===== src/rtl/hilo_div_writer.sv =====
// hilo_div_writer
//   Iterative radix-2 restoring divider for DIV/DIVU in EX. Produces the
//   {HI=remainder, LO=quotient} word and the HI/LO write strobe. It holds the
//   pipeline while dividing, and a flush of the EX instruction squashes it.
//
//   Optional build macro: DIV_ZERO_FAST_EN. When it is defined, a divide by
//   zero skips the iterations and finishes one cycle after acceptance.
//
// Ports
//   clk, rst          clock, synchronous active-high reset
//   start_i           DIV/DIVU in EX, held by the pipeline until result_valid_o
//   signed_i          1=DIV, 0=DIVU (sampled with start_i)
//   annul_i           flush of the EX instruction (synchronous abort)
//   a_i, b_i          dividend / divisor (sampled with start_i)
//   stall_o           pipeline hold request (combinational)
//   busy_o            divider not idle (registered)
//   result_valid_o    one-cycle pulse, result_o valid
//   hilo_we_o         HI/LO write strobe, equals result_valid_o
//   result_o          {remainder, quotient}
module hilo_div_writer #(
    parameter int WIDTH = 32,
    parameter int CNT_W = 6
) (
    input  logic               clk,
    input  logic               rst,
    input  logic               start_i,
    input  logic               signed_i,
    input  logic               annul_i,
    input  logic [WIDTH-1:0]   a_i,
    input  logic [WIDTH-1:0]   b_i,
    output logic               stall_o,
    output logic               busy_o,
    output logic               result_valid_o,
    output logic               hilo_we_o,
    output logic [2*WIDTH-1:0] result_o
);

    typedef enum logic [1:0] {IDLE, CALC, DONE} state_t;

    state_t             state, state_nxt;
    logic [WIDTH-1:0]   rem;     // partial remainder
    logic [WIDTH-1:0]   dq;      // dividend bits shifting out, quotient bits shifting in
    logic [WIDTH-1:0]   dvs;     // divisor magnitude
    logic               qneg, rneg;
    logic [CNT_W-1:0]   cnt;

    logic               accept, last;
    logic [WIDTH-1:0]   a_mag, b_mag;
    logic [WIDTH:0]     trial;
    logic               qbit;
    logic [WIDTH-1:0]   rem_nxt, dq_nxt, rem_fin, quo_fin;

    assign accept = (state == IDLE) && start_i && !annul_i;
    assign last   = (state == CALC) && (cnt == CNT_W'(WIDTH-1));

    assign a_mag  = (signed_i && a_i[WIDTH-1]) ? -a_i : a_i;
    assign b_mag  = (signed_i && b_i[WIDTH-1]) ? -b_i : b_i;

    // rem < dvs always holds, so bit WIDTH of the trial difference is a clean
    // borrow flag. With dvs==0 every trial succeeds: quotient all-ones,
    // remainder |a|, which after sign fix-up is the divide-by-zero result.
    assign trial   = {rem, dq[WIDTH-1]} - {1'b0, dvs};
    assign qbit    = !trial[WIDTH];
    assign rem_nxt = qbit ? trial[WIDTH-1:0] : {rem[WIDTH-2:0], dq[WIDTH-1]};
    assign dq_nxt  = {dq[WIDTH-2:0], qbit};
    assign rem_fin = rneg ? -rem_nxt : rem_nxt;
    assign quo_fin = qneg ? -dq_nxt  : dq_nxt;

`ifdef DIV_ZERO_FAST_EN
    logic               b_zero;
    logic [2*WIDTH-1:0] zres;
    assign b_zero = (b_i == '0);
    assign zres   = {a_i, (signed_i && a_i[WIDTH-1]) ? WIDTH'(1) : {WIDTH{1'b1}}};
`endif

    always_ff @(posedge clk) begin
        if (rst) begin
            state    <= IDLE;
            cnt      <= '0;
            rem      <= '0;
            dq       <= '0;
            dvs      <= '0;
            qneg     <= 1'b0;
            rneg     <= 1'b0;
            result_o <= '0;
        end else begin
            state <= state_nxt;
            case (state)
                IDLE: begin
                    if (accept) begin
                        rem  <= '0;
                        dq   <= a_mag;
                        dvs  <= b_mag;
                        qneg <= signed_i && (a_i[WIDTH-1] ^ b_i[WIDTH-1]);
                        rneg <= signed_i && a_i[WIDTH-1];
                        cnt  <= '0;
`ifdef DIV_ZERO_FAST_EN
                        if (b_zero) result_o <= zres;
`endif
                    end
                end
                CALC: begin
                    rem <= rem_nxt;
                    dq  <= dq_nxt;
                    cnt <= cnt + CNT_W'(1);
                    // result_o only changes when a DONE will follow
                    if (last && !annul_i) result_o <= {rem_fin, quo_fin};
                end
                default: ;
            endcase
        end
    end

    always_comb begin
        state_nxt      = state;
        stall_o        = 1'b0;
        busy_o         = (state != IDLE);
        result_valid_o = 1'b0;
        case (state)
            IDLE: begin
                stall_o = accept;
                if (accept) begin
`ifdef DIV_ZERO_FAST_EN
                    state_nxt = b_zero ? DONE : CALC;
`else
                    state_nxt = CALC;
`endif
                end
            end
            CALC: begin
                stall_o = 1'b1;
                if (annul_i)   state_nxt = IDLE;
                else if (last) state_nxt = DONE;
            end
            DONE: begin
                result_valid_o = !annul_i;
                state_nxt      = IDLE;
            end
            default: state_nxt = IDLE;
        endcase
    end

    assign hilo_we_o = result_valid_o;

endmodule


===== config.mk =====
export PLATFORM = sky130hd
export DESIGN_NAME = hilo_div_writer
export DESIGN_NICKNAME = d
export VERILOG_FILES = /design/src/rtl/hilo_div_writer.sv
export SDC_FILE = /design/constraint.sdc
export NUM_CORES = 1
export LEC_CHECK = 0
export BUFFER_PORTS_ARGS = -buffer_cell sky130_fd_sc_hd__buf_2
export CAP_MARGIN = 20
export CORE_UTILIZATION = 55
export CTS_BUF_LIST = sky130_fd_sc_hd__clkbuf_8
export DETAILED_ROUTE_END_ITERATION = 6
export GPL_TIMING_DRIVEN = 0
export PLACE_DENSITY = 0.72
export REMOVE_ABC_BUFFERS = 1
export SYNTH_ARGS = -nofsm -noshare
export SYNTH_HDL_FRONTEND = slang
export SYNTH_SLANG_ARGS = --single-unit

===== constraint.sdc =====
create_clock -name clk -period 8.6 [get_ports clk]
set_input_delay 1.72 -clock clk [delete_from_list [all_inputs] [get_ports clk]]
set_output_delay 1.72 -clock clk [all_outputs]
set_load 0.02 [all_outputs]

==> results.md, run 1 <==
* Max_slew headroom at 0.317
* I/O Pins at 137
* Setup bufs post-CTS at 0
* Worst min-delay path category: reg -> reg
* Num Clock Sinks at 170
* Post-synthesis average cell area at 7.52 um2
* Internal power at 1300 uW
* Dpl cell area at 0.0124 mm2
* Crit-path cells: inv_1 -> ha_1 -> fa_1 -> nand2b_1 -> a211oi_4 -> o2111ai_4 -> a31oi_4 -> nor3_2 -> nor2_8 -> inv_2 -> nand2_1 -> o21ai_0 -> inv_1 -> ha_1 -> inv_1 -> or4_1 -> a21oi_1 -> a41oi_1 -> or3_1 -> o41ai_2 -> xor2_1 -> a211oi_1
* Clk root buf: clkbuf_8
* WP data required at 9.00 ns
* Setup CP Type: reg -> reg
* Final setup violation count at 0
* Post-Syn Instances at 1525
* Arr. time, crit path at 7.01 ns
* Sequential area share after synthesis at 0.297
* Chip Height at 146 um
* Multi-input gate area at 0.00752 mm2
* FP Rows at 52
* Count of different cell masters after synthesis at 80
* CTS tree: built
* VDD IR-drop max at 96.9 uV
* Starting Density at 0.565
* R2r startpoint: dq[31]
* Hold Fails Final Rpt at 0
* Comb pwr share at 0.331
* Final period util at 0.769
* WHS at 0.453 ns
* Gpl congestion at 0.899
* Routed WL per cell at 16.7 um
* DR vias at 11200
* CTS H-tree lvls at 4
* Vias in the first global route at 10400
* Latest clock arrival within the worst-skew pair at 0.48 ns
* Max-cap viol count at 0
* RSZ-0062 raised after global routing: false
* Max Slew Vio Count at 0
* Fin crit period at 6.61 ns
* # fillers at 1960
* Clock skew at 0.0141 ns
* Synth Flop Type: dfxtp_1
* Slowest cell on crit path: nor2_8
* Layout cells sized above 1 at 0.138
* First-pass GRT wire length at 51700 um
* Clock power frac at 0.268
* Total Nets Final at 1715
* Synth warn at 0
* Hold EP: result_o[35]
* Resized cells post-CTS at 0
* Status: complete, no violations
* PwrDens at 163 mW/mm2
* Area Overhead vs Synth at 11.6%
* Number of antenna violations at the first check in global routing at 6
* Post-synthesis sequential element count at 170
* Post-synth ARST share at 0
* Worst Tran Pin Value at 1.02 ns
* CP max stage delay at 0.69 ns
* GR Util All Layers at 0.297
* Post-synth EDFFs at 0
* Routed vias/inst at 5.93
* Pre-antenna DRT Iters at 5
* R2R cell count at 22
* Largest net degree at the start of global routing at 115
* Sw frac at 0.374
* NetSw at 779 uW
* Port Buf Inserts at 136
* Maximum operating frequency at 0.151 GHz
* GRT Residual Overflow at 0
* Core region area at 0.0203 mm2
* Setup ws final at 1.99 ns
* Antenna viol nets, final at 0
* Horiz. Die Dim at 146 um
* Crit-path most repeated cell: inv_1
* # DRC at 0
* Worst Path Max Fanout at 54
* Clock buffer depth at 2
* DIE AREA at 0.0214 mm2
* Layout Cell Area excl Fill at 0.0128 mm2
* First DRT Iteration DRCs at 761
* Netlist Area Pre-Place at 0.0115 mm2
* Flop2flop setup slack at 1.99 ns
* Min-delay src: result_o[35]
* Crit start category: flop
* Flop pwr share at 0.401
* Crit. End Element: flop
* Worst hold stages at 2
* Worst r2r dst: result_o[58]
* HPWL after DPL at 23400 um
* Pre-CTS WS at 2.11 ns
* Final wirelength at 31600 um
* Worst-path clk slew at 0.10 ns
* Register area at 0.00340 mm2
* Hold buffers post-CTS at 0
* Pleak at 0.00507 uW
* Inserted Clock Buffers at 17
per-stage QoR:
stage                     utilization   TNS, ns  power (uW)  instances
after floorplan                     -   -408.00        1340       1434
after global placement          0.597  -1352.99        1520       1840
after detailed placement        0.610         0        1530       1858
after CTS                       0.628         0        2080       1889
after global routing            0.629         0        2200       1891
final                           0.630         0        2080       1894
layer usage:
layer	vias up	wire (um)	global-route usage
met5	-	25	0
met4	4	632	0.0906
met1	5212	14100	0.385
met3	55	2190	0.0672
li1	5630	-	-
met2	330	14600	0.490
synth_stat cells, types with 16 or more instances:
master	number	share of area
a211oi_1	57	0.037
a21oi_1	139	0.061
o21ai_0	75	0.033
nor2_1	183	0.060
nand2_1	214	0.070
dfxtp_1	170	0.30
ha_1	37	0.040
nor3_1	29	0.013
xor2_1	68	0.052
o31ai_1	20	0.013
xnor2_1	57	0.044
a22oi_1	57	0.037
inv_1	54	0.018
clkbuf_1	72	0.024
or3_1	22	0.012
nand3_1	16	0.0070
how the worst max path moves through the flow:
stage,from,end,slack (ns),cells after the start
after detailed placement,dq[31],result_o[58],2.11,22
after global routing,dq[31],result_o[58],1.67,22
after floorplan,annul_i,stall_o,-7.32,3
after CTS,dq[31],result_o[58],2.09,22
final,dq[31],result_o[58],1.99,22
after global placement,annul_i,stall_o,-17.81,5
logic make-up after synthesis:
family / Yosys count / share of synthesized area
AO/OA/AOI/OAI: 460 / 0.269
AND/OR/NAND/NOR: 563 / 0.226
flip-flops: 170 / 0.297
buffers and inverters: 146 / 0.0497
adder cells (fa/ha/maj): 38 / 0.0421
multiplexers: 23 / 0.0210
XOR/XNOR: 125 / 0.0955
layout by cell type (no fill, tap or decap), types with 10 or more instances in the layout:
cell type / instances
a211oi_1: 57
a21oi_1: 139
a22oi_1: 57
a31oi_1: 10
buf_2: 135
clkbuf_8: 18
dfxtp_1: 170
ha_1: 37
inv_1: 54
mux2i_1: 15
nand2_1: 214
nand2b_1: 13
nand3_1: 16
nor2_1: 182
nor3_1: 28
nor4_1: 14
o211ai_1: 11
o21ai_0: 75
o31ai_1: 20
o41ai_1: 12
or3_1: 22
or4_1: 10
xnor2_1: 57
xor2_1: 68
power by group through the flow:
| stage | Combinational [uW] | Clock, uW | Sequential, uW |
|---|---|---|---|
| after floorplan | 496 | 0 | 847 |
| after global placement | 669 | 0 | 854 |
| after detailed placement | 676 | 0 | 854 |
| after CTS | 679 | 570 | 835 |
| after global routing | 758 | 604 | 839 |
| final | 689 | 557 | 835 |
critical path: cells and delay by family (launching register included):
family                     cells  cell delay (ns)
AOI/OAI and AO/OA              8             1.91
buffers and inverters          4             0.87
DFF                            1             0.37
xor gates and xnor gates       1             0.11
adders and majority gates      3             1.00
and+or+nand+nor                6             2.22
sequential cells by signal, indices dropped and copies added (netlist names):
register and cells:
result_o 64, dq 32, cnt 6, dvs 32, qneg 1, rem 32
rneg 1, state 2
layout make-up:
cell class | count | share of cell area
clock inverters | 13 | 0.00949
flip-flops and latches | 170 | 0.266
well taps | 270 | 0.0264
diodes | 4 | 0.000783
clock buffers | 18 | 0.0194
repair buffers | 155 | 0.0736
multi-input cells | 1209 | 0.588
inverters | 55 | 0.0161
Note: power is estimated with default switching activity, not from simulation.
==> run 2, diff against run 1 <==
- PLACE_DENSITY: 0.72 -> 0.75
- clock period: 8.6 -> 5.85 ns (I/O delays scaled with it)
==> run 2 against run 1 <==
Sequential power is 47% higher; highest routed layer unchanged; clock power is 58% higher; largest power group unchanged; critical path type unchanged; utilization is 0.45 points higher; worst hold slack worse by 0.00077 ns; register-to-register slack worse by 1.7 ns; fmax is 20% higher.
==> results.md, run 2 (same netlist as run 1, synthesis figures left out) <==
* Crit-path cells: inv_1 -> ha_1 -> fa_1 -> nand2b_1 -> a211oi_4 -> o2111ai_4 -> a31oi_4 -> nor3_2 -> nor2_8 -> clkinv_8 -> nand2_1 -> o21ai_0 -> inv_1 -> ha_2 -> inv_1 -> or4_1 -> a21oi_1 -> a41oi_1 -> or3_1 -> o41ai_2 -> xor2_1 -> a211oi_1 (was inv_1 -> ha_1 -> fa_1 -> nand2b_1 -> a211oi_4 -> o2111ai_4 -> a31oi_4 -> nor3_2 -> nor2_8 -> inv_2 -> nand2_1 -> o21ai_0 -> inv_1 -> ha_1 -> inv_1 -> or4_1 -> a21oi_1 -> a41oi_1 -> or3_1 -> o41ai_2 -> xor2_1 -> a211oi_1)
* Routed vias/inst at 5.94 (was 5.93)
* Number of antenna violations at the first check in global routing at 8 (was 6)
* Worst r2r dst: result_o[58] (unchanged)
* Register area at 0.00340 mm2 (unchanged)
* Pre-antenna DRT Iters at 5 (unchanged)
* Maximum operating frequency at 0.181 GHz (was 0.151 GHz)
* Vias in the first global route at 10500 (was 10400)
* Antenna viol nets, final at 0 (unchanged)
* Commonest non-fill, non-tap cell in the layout: nand2_1 (unchanged)
* Total Nets Final at 1721 (was 1715)
* Setup ws final at 0.331 ns (was 1.99 ns)
* Clock power frac at 0.280 (was 0.268)
* GR Util All Layers at 0.298 (was 0.297)
* Levels on crit path at 22 (unchanged)
* Port Buf Inserts at 136 (unchanged)
* Max-cap viol count at 0 (unchanged)
* DR vias at 11300 (was 11200)
* Layout cells sized above 1 at 0.143 (was 0.138)
* Crit start category: flop (unchanged)
* Pleak at 0.00509 uW (was 0.00507 uW)
* Pre-CTS WS at -0.657 ns (was 2.11 ns)
* Worst-path clk slew at 0.10 ns (about the same)
* Hold buffers post-CTS at 0 (unchanged)
* Final setup violation count at 0 (unchanged)
* Worst Path Max Fanout at 38 (was 54)
* Area Overhead vs Synth at 12.3% (was 11.6%)
* Fin crit period at 5.52 ns (was 6.61 ns)
* R2R cell count at 22 (unchanged)
* Status: complete, no violations (unchanged)
* Clock buffer depth at 2 (unchanged)
* Setup CP Type: reg -> reg (unchanged)
* Flop pwr share at 0.390 (was 0.401)
* NetSw at 1190 uW (was 779 uW)
* Horiz. Die Dim at 146 um (unchanged)
* Total Power at 3150 uW (was 2080 uW)
* DIE AREA at 0.0214 mm2 (unchanged)
* Placed Cells at 1858 (unchanged)
* # DRC at 0 (unchanged)
* Chip Height at 146 um (unchanged)
* Max Slew Vio Count at 0 (unchanged)
* Final non-filler cell total at 1905 (was 1894)
* CP max stage delay at 0.48 ns (was 0.69 ns)
* Comb pwr share at 0.330 (was 0.331)
* Num Clock Sinks at 170 (unchanged)
* Starting Density at 0.565 (unchanged)
* Latest clock arrival within the worst-skew pair at 0.48 ns (about the same)
* WP buf/inv at 4 (unchanged)
* VDD IR-drop max at 189 uV (was 96.9 uV)
* Flop2flop setup slack at 0.33 ns (was 1.99 ns)
* Clk root buf: clkbuf_8 (unchanged)
* Kind of cell adding the most delay to the critical path: compound AO/OA/AOI/OAI gates (was simple AND/OR/NAND/NOR gates)
* Worst min-delay path category: reg -> reg (unchanged)
* Arr. time, crit path at 5.91 ns (was 7.01 ns)
* Most frequent cells in the layout: 214 x nand2_1, 182 x nor2_1, 170 x dfxtp_1 (unchanged)
* Largest net degree at the start of global routing at 112 (was 115)
* Largest Register: result_o (unchanged)
* Crit. End Element: flop (unchanged)
* Crit-path most repeated cell: inv_1 (unchanged)
* WP data required at 6.24 ns (was 9.00 ns)
* PwrDens at 245 mW/mm2 (was 163 mW/mm2)
* R2r startpoint: dq[31] (unchanged)
* First DRT Iteration DRCs at 804 (was 761)
* Gpl congestion at 0.974 (was 0.899)
* Hold Fails Final Rpt at 0 (unchanged)
* # fillers at 1879 (was 1960)
* Multi-input gate area at 0.00755 mm2 (was 0.00752 mm2)
* Max_slew headroom at 0.310 (was 0.317)
* I/O Pins at 137 (unchanged)
* HPWL after DPL at 23200 um (was 23400 um)
* CP endpoint: result_o[58] (unchanged)
* Clock skew at 0.0146 ns (was 0.0141 ns)
* Core region area at 0.0203 mm2 (unchanged)
* FP Rows at 52 (unchanged)
* CTS tree: built (unchanged)
* First-pass GRT wire length at 51900 um (was 51700 um)
* Inserted Clock Buffers at 17 (unchanged)
* CTS H-tree lvls at 4 (unchanged)
* GRT Residual Overflow at 0 (unchanged)
* Slowest cell on crit path: or3_1 (was nor2_8)
* CP startpoint: dq[31] (unchanged)
* Internal power at 1960 uW (was 1300 uW)
* Max reg flops at 64 (unchanged)
* Worst Tran Pin Value at 1.03 ns (was 1.02 ns)
* Final wirelength at 31800 um (was 31600 um)
* Sw frac at 0.376 (was 0.374)
* Final period util at 0.943 (was 0.769)
* Routed WL per cell at 16.7 um (about the same)
## run 2: how the worst min path moves through the flow
| stage | start | endpoint | slack, ns | cells after the start |
|---|---|---|---|---|
| global route | result_o[0] | result_o[0] | 0.47 | 2 |
| floorplan | dvs[18] | dvs[18] | 0.43 | 2 |
| CTS | result_o[47] | result_o[47] | 0.45 | 2 |
| finish | result_o[49] | result_o[49] | 0.45 | 2 |
| detailed placement | result_o[49] | result_o[49] | 0.44 | 2 |
| global placement | result_o[51] | result_o[51] | 0.43 | 2 |
## run 2: timing repair
| action | CTS | global route |
|---|---|---|
| pin swaps | 1 | 2 |
| gates cloned | 2 | 0 |
| buffers inserted | 0 | 5 |
| resized for setup | 2 | 5 |
| endpoints found under the setup margin | 8 | 3 |
## run 2: layer usage
| metal | track usage | up-vias | wire, um |
|---|---|---|---|
| met2 | 0.482 | 350 | 14500 |
| met3 | 0.0638 | 55 | 2190 |
| met4 | 0.0828 | 4 | 593 |
| li1 | - | 5657 | - |
| met5 | 0 | - | 19 |
| met1 | 0.399 | 5247 | 14500 |
## run 2: layout make-up
cell class | instances | share of cell area
Antenna cell | 8 | 0.00155
Clock buffer | 17 | 0.0182
Clock inverter | 15 | 0.0126
Inverter | 55 | 0.0170
Multi-Input combinational cell | 1211 | 0.587
Sequential cell | 170 | 0.264
Tap cell | 270 | 0.0262
Timing Repair Buffer | 159 | 0.0736
## run 2: tightest hold or removal path, cell delays in order (launching register included)
cell and delay [ns]:
dfxtp_1 0.32, nand2_1 0.05, a21oi_1 0.05
## run 2: power by group through the flow
stage               Clock, uW  Sequential (uW)  Combinational, uW
floorplan                   0             1250                729
global placement            0             1260                977
detailed placement          0             1260                987
CTS                       890             1230               1010
global route              936             1240               1130
finish                    882             1230               1040
## run 2: through the flow
stage / area, um2 / util / TNS, ns / hold WS [ns]
2_1_floorplan: 11100 / - / -666.33 / 0.426
3_3_place_gp: 12100 / 0.597 / -1697.23 / 0.435
3_5_place_dp: 12400 / 0.610 / -1.92 / 0.441
4_1_cts: 12800 / 0.630 / 0 / 0.455
5_1_grt: 12900 / 0.634 / -0.00243 / 0.470
6_report: 12900 / 0.634 / 0 / 0.452
==> run 3, diff against run 2 <==
- ABC_AREA: default -> 1
- CTS_CLUSTER_SIZE: default -> 14
- PLACE_DENSITY: 0.75 -> 0.74
==> run 3 against run 2 <==
Critical path depth grew 7; critical endpoint is now result_o[30]; count of clock-buffer cells in the layout grew 2; worst hold slack gained 0.029 ns; design area grew 7.7%; power shrank 0.62%; sequential cell count is the same; setup slack gained 0.47 ns; fmax grew 9.4%; first-iteration DRC count grew 51%; clock skew grew 0.0065 ns; via count grew 19%; register-to-register slack gained 0.47 ns.
==> results.md, run 3 <==
* Clock power frac at 0.277 (was 0.280)
* Pleak at 0.00699 uW (was 0.00509 uW)
* Crit start category: flop (unchanged)
* Area leader, netlist: dfxtp_1 (unchanged)
* Port Buf Inserts at 136 (unchanged)
* Worst r2r dst: result_o[30] (was result_o[58])
* Commonest cells in the netlist: 617 x nand2_1, 261 x inv_1, 221 x nor2_1 (was 214 x nand2_1, 183 x nor2_1, 170 x dfxtp_1)
* Largest net degree at the start of global routing at 96 (was 112)
* VDD IR-drop max at 162 uV (was 189 uV)
* Sw frac at 0.394 (was 0.376)
* Setup bufs post-CTS at 0 (unchanged)
* Layout cells sized above 1 at 0.116 (was 0.143)
* Setup TNS at 0 ns (unchanged)
* Pre-antenna DRT Iters at 6 (was 5)
* Flop pwr share at 0.391 (was 0.390)
* Min-delay src: result_o[33] (was result_o[49])
* Status: complete, no violations (unchanged)
* Most frequent cells in the layout: 617 x nand2_1, 260 x inv_1, 219 x nor2_1 (was 214 x nand2_1, 182 x nor2_1, 170 x dfxtp_1)
* GR Util All Layers at 0.326 (was 0.298)
* Gpl congestion at 0.956 (was 0.974)
* Antenna viol nets, final at 0 (unchanged)
* Final core occ at 0.627 (was 0.634)
* RSZ-0062 raised after global routing: false
* Chip Height at 153 um (was 146 um)
* First DRT Iteration DRCs at 1214 (was 804)
* Top cell type's share of synthesized area at 0.271 (was 0.297)
* CP startpoint: dq[31] (unchanged)
* DIE AREA at 0.0234 mm2 (was 0.0214 mm2)
* CP max stage delay at 0.48 ns (about the same)
* CTS H-tree lvls at 4 (unchanged)
* Max_slew headroom at 0.344 (was 0.310)
* Synth warn at 0 (unchanged)
* Core region area at 0.0221 mm2 (was 0.0203 mm2)
* Setup ws final at 0.803 ns (was 0.331 ns)
* Setup CP Type: reg -> reg (unchanged)
* Number of antenna violations at the first check in global routing at 0 (was 8)
* Clk root buf: clkbuf_8 (unchanged)
* Post-Syn Instances at 2072 (was 1525)
* Hold Fails Final Rpt at 0 (unchanged)
* Worst Path Max Fanout at 43 (was 38)
* Pre-CTS WS at 0.896 ns (was -0.657 ns)
* Max reg flops at 64 (unchanged)
* Fin crit period at 5.05 ns (was 5.52 ns)
* Max Slew Vio Count at 0 (unchanged)
* Internal power at 1900 uW (was 1960 uW)
* WP data required at 6.23 ns (was 6.24 ns)
* PwrDens at 226 mW/mm2 (was 245 mW/mm2)
* HPWL after DPL at 28800 um (was 23200 um)
* Sequential area share after synthesis at 0.271 (was 0.297)
* Worst min-delay path category: reg -> reg (unchanged)
* Worst Tran Pin Value at 0.978 ns (was 1.03 ns)
* Comb pwr share at 0.331 (was 0.330)
* Synth area leaders: dfxtp_1 27%, nand2_1 18%, inv_1 7.8%, nor2_1 6.6%, a21oi_1 5.5% (was dfxtp_1 30%, nand2_1 7.0%, a21oi_1 6.1%, nor2_1 6.0%, xor2_1 5.2%)
* Netlist Area Pre-Place at 0.0125 mm2 (was 0.0115 mm2)
* Dpl cell area at 0.0135 mm2 (was 0.0124 mm2)
* Vias in the first global route at 12300 (was 10500)
* Clock buffer depth at 2 (unchanged)
* FP Rows at 54 (was 52)
* Commonest non-fill, non-tap cell in the layout: nand2_1 (unchanged)
* Post-synthesis sequential element count at 170 (unchanged)
* GRT Residual Overflow at 0 (unchanged)
* Most numerous cell in the Yosys netlist: nand2_1 (unchanged)
* Post-synth EDFFs at 0 (unchanged)
* First-pass GRT wire length at 61600 um (was 51900 um)
* Final setup violation count at 0 (unchanged)
* Crit. End Element: flop (unchanged)
* Post-synth ARST share at 0 (unchanged)
* Maximum operating frequency at 0.198 GHz (was 0.181 GHz)
* Max-cap viol count at 0 (unchanged)
* Flop2flop setup slack at 0.80 ns (was 0.33 ns)
* Starting Density at 0.568 (was 0.565)
* Crit-path most repeated cell: nand2_1 (was inv_1)
* Horiz. Die Dim at 153 um (was 146 um)
* # DRC at 0 (unchanged)
* Layout Cell Area excl Fill at 0.0139 mm2 (was 0.0129 mm2)
* Slowest cell on crit path: nor3_1 (was or3_1)
* Routed vias/inst at 5.47 (was 5.94)
* Final period util at 0.863 (was 0.943)
* Final wirelength at 37600 um (was 31800 um)
* Routed WL per cell at 15.3 um (was 16.7 um)
* R2R cell count at 29 (was 22)
* Hold buffers post-CTS at 0 (unchanged)
* R2r startpoint: dq[31] (unchanged)
* Post-synthesis average cell area at 6.05 um2 (was 7.52 um2)
* DR vias at 13400 (was 11300)
* CP endpoint: result_o[30] (was result_o[58])
* Area Overhead vs Synth at 10.5% (was 12.3%)
* CTS tree: built (unchanged)
* I/O Pins at 137 (unchanged)
* Total Nets Final at 2267 (was 1721)
* Count of different cell masters after synthesis at 52 (was 80)
* Synth Flop Type: dfxtp_1 (unchanged)
* Resized cells post-CTS at 0 (was 2)
* Largest Register: result_o (unchanged)
* Clock skew at 0.0212 ns (was 0.0146 ns)
* Latest clock arrival within the worst-skew pair at 0.48 ns (about the same)
* Arr. time, crit path at 5.43 ns (was 5.91 ns)
* Inserted Clock Buffers at 17 (unchanged)
* NetSw at 1230 uW (was 1190 uW)
* Antenna cell count at 0 (was 8)
* Worst-path clk slew at 0.10 ns (about the same)
* Num Clock Sinks at 170 (unchanged)
==> run 3: changes by cell type after synthesis, sizes merged, moves of 39 or more <==
| cell | before | now |
|---|---|---|
| nand2 | 214 | 649 |
| inv | 55 | 264 |
| nand3 | 16 | 124 |
| a22oi | 57 | 0 |
| a211oi | 60 | 4 |
| nor2 | 185 | 233 |
| o21ai | 80 | 119 |
==> run 3: kinds of logic after synthesis <==
| group | count (synthesis) | share of synthesized area |
|---|---|---|
| xor+xnor | 81 | 0.0565 |
| fa+ha+maj | 38 | 0.0385 |
| flops | 170 | 0.271 |
| simple gates | 1085 | 0.367 |
| compound gates | 351 | 0.158 |
| buf+inv | 347 | 0.109 |
==> run 3: final cells by class <==
type,instances,area (um2)
multi-input combinational,1555,7790
sequential,170,3400
inverter,268,1010
fill,2194,8230
clock buffer,19,262
clock inverter,13,139
timing repair buffer,148,906
tap,280,350
==> run 3: how the worst min path moves through the flow <==
| stage | depth (start not counted) | slack [ns] | endpoint |
|---|---|---|---|
| after detailed placement | 2 | 0.47 | result_o[33] |
| after floorplan | 2 | 0.45 | dvs[31] |
| after CTS | 2 | 0.48 | result_o[33] |
| after global placement | 2 | 0.45 | result_o[33] |
| after global routing | 2 | 0.50 | result_o[33] |
| final | 2 | 0.48 | result_o[33] |
==> run 3: through the flow <==
step                      total power (uW)  hold slack (ns)  cells
after global placement                2240            0.453   2409
after CTS                             3120            0.480   2453
after detailed placement              2270            0.467   2421
after global routing                  3310            0.501   2453
after floorplan                       1960            0.447   1993
final                                 3130            0.481   2453
==> run 3: metal layers <==
metal / wire length (um) / GRT usage
met5: 0 / 0
met4: 1150 / 0.117
met3: 2330 / 0.0456
met2: 16700 / 0.522
met1: 17400 / 0.446
==> run 3: power by group through the flow <==
stage	Combinational [uW]	Sequential [uW]	Clock (uW)
5_1_grt	1160	1230	925
3_5_place_dp	1020	1250	0
6_report	1040	1220	868
2_1_floorplan	720	1240	0
3_3_place_gp	989	1250	0
4_1_cts	1020	1220	876
==> run 3: critical path: cells and delay by family (launching register included) <==
family / cells / cell delay (ns)
and+or+nand+nor: 21 / 3.12
adders and majority gates: 3 / 0.89
AOI/OAI and AO/OA: 2 / 0.35
DFF: 1 / 0.34
buffers and inverters: 3 / 0.23
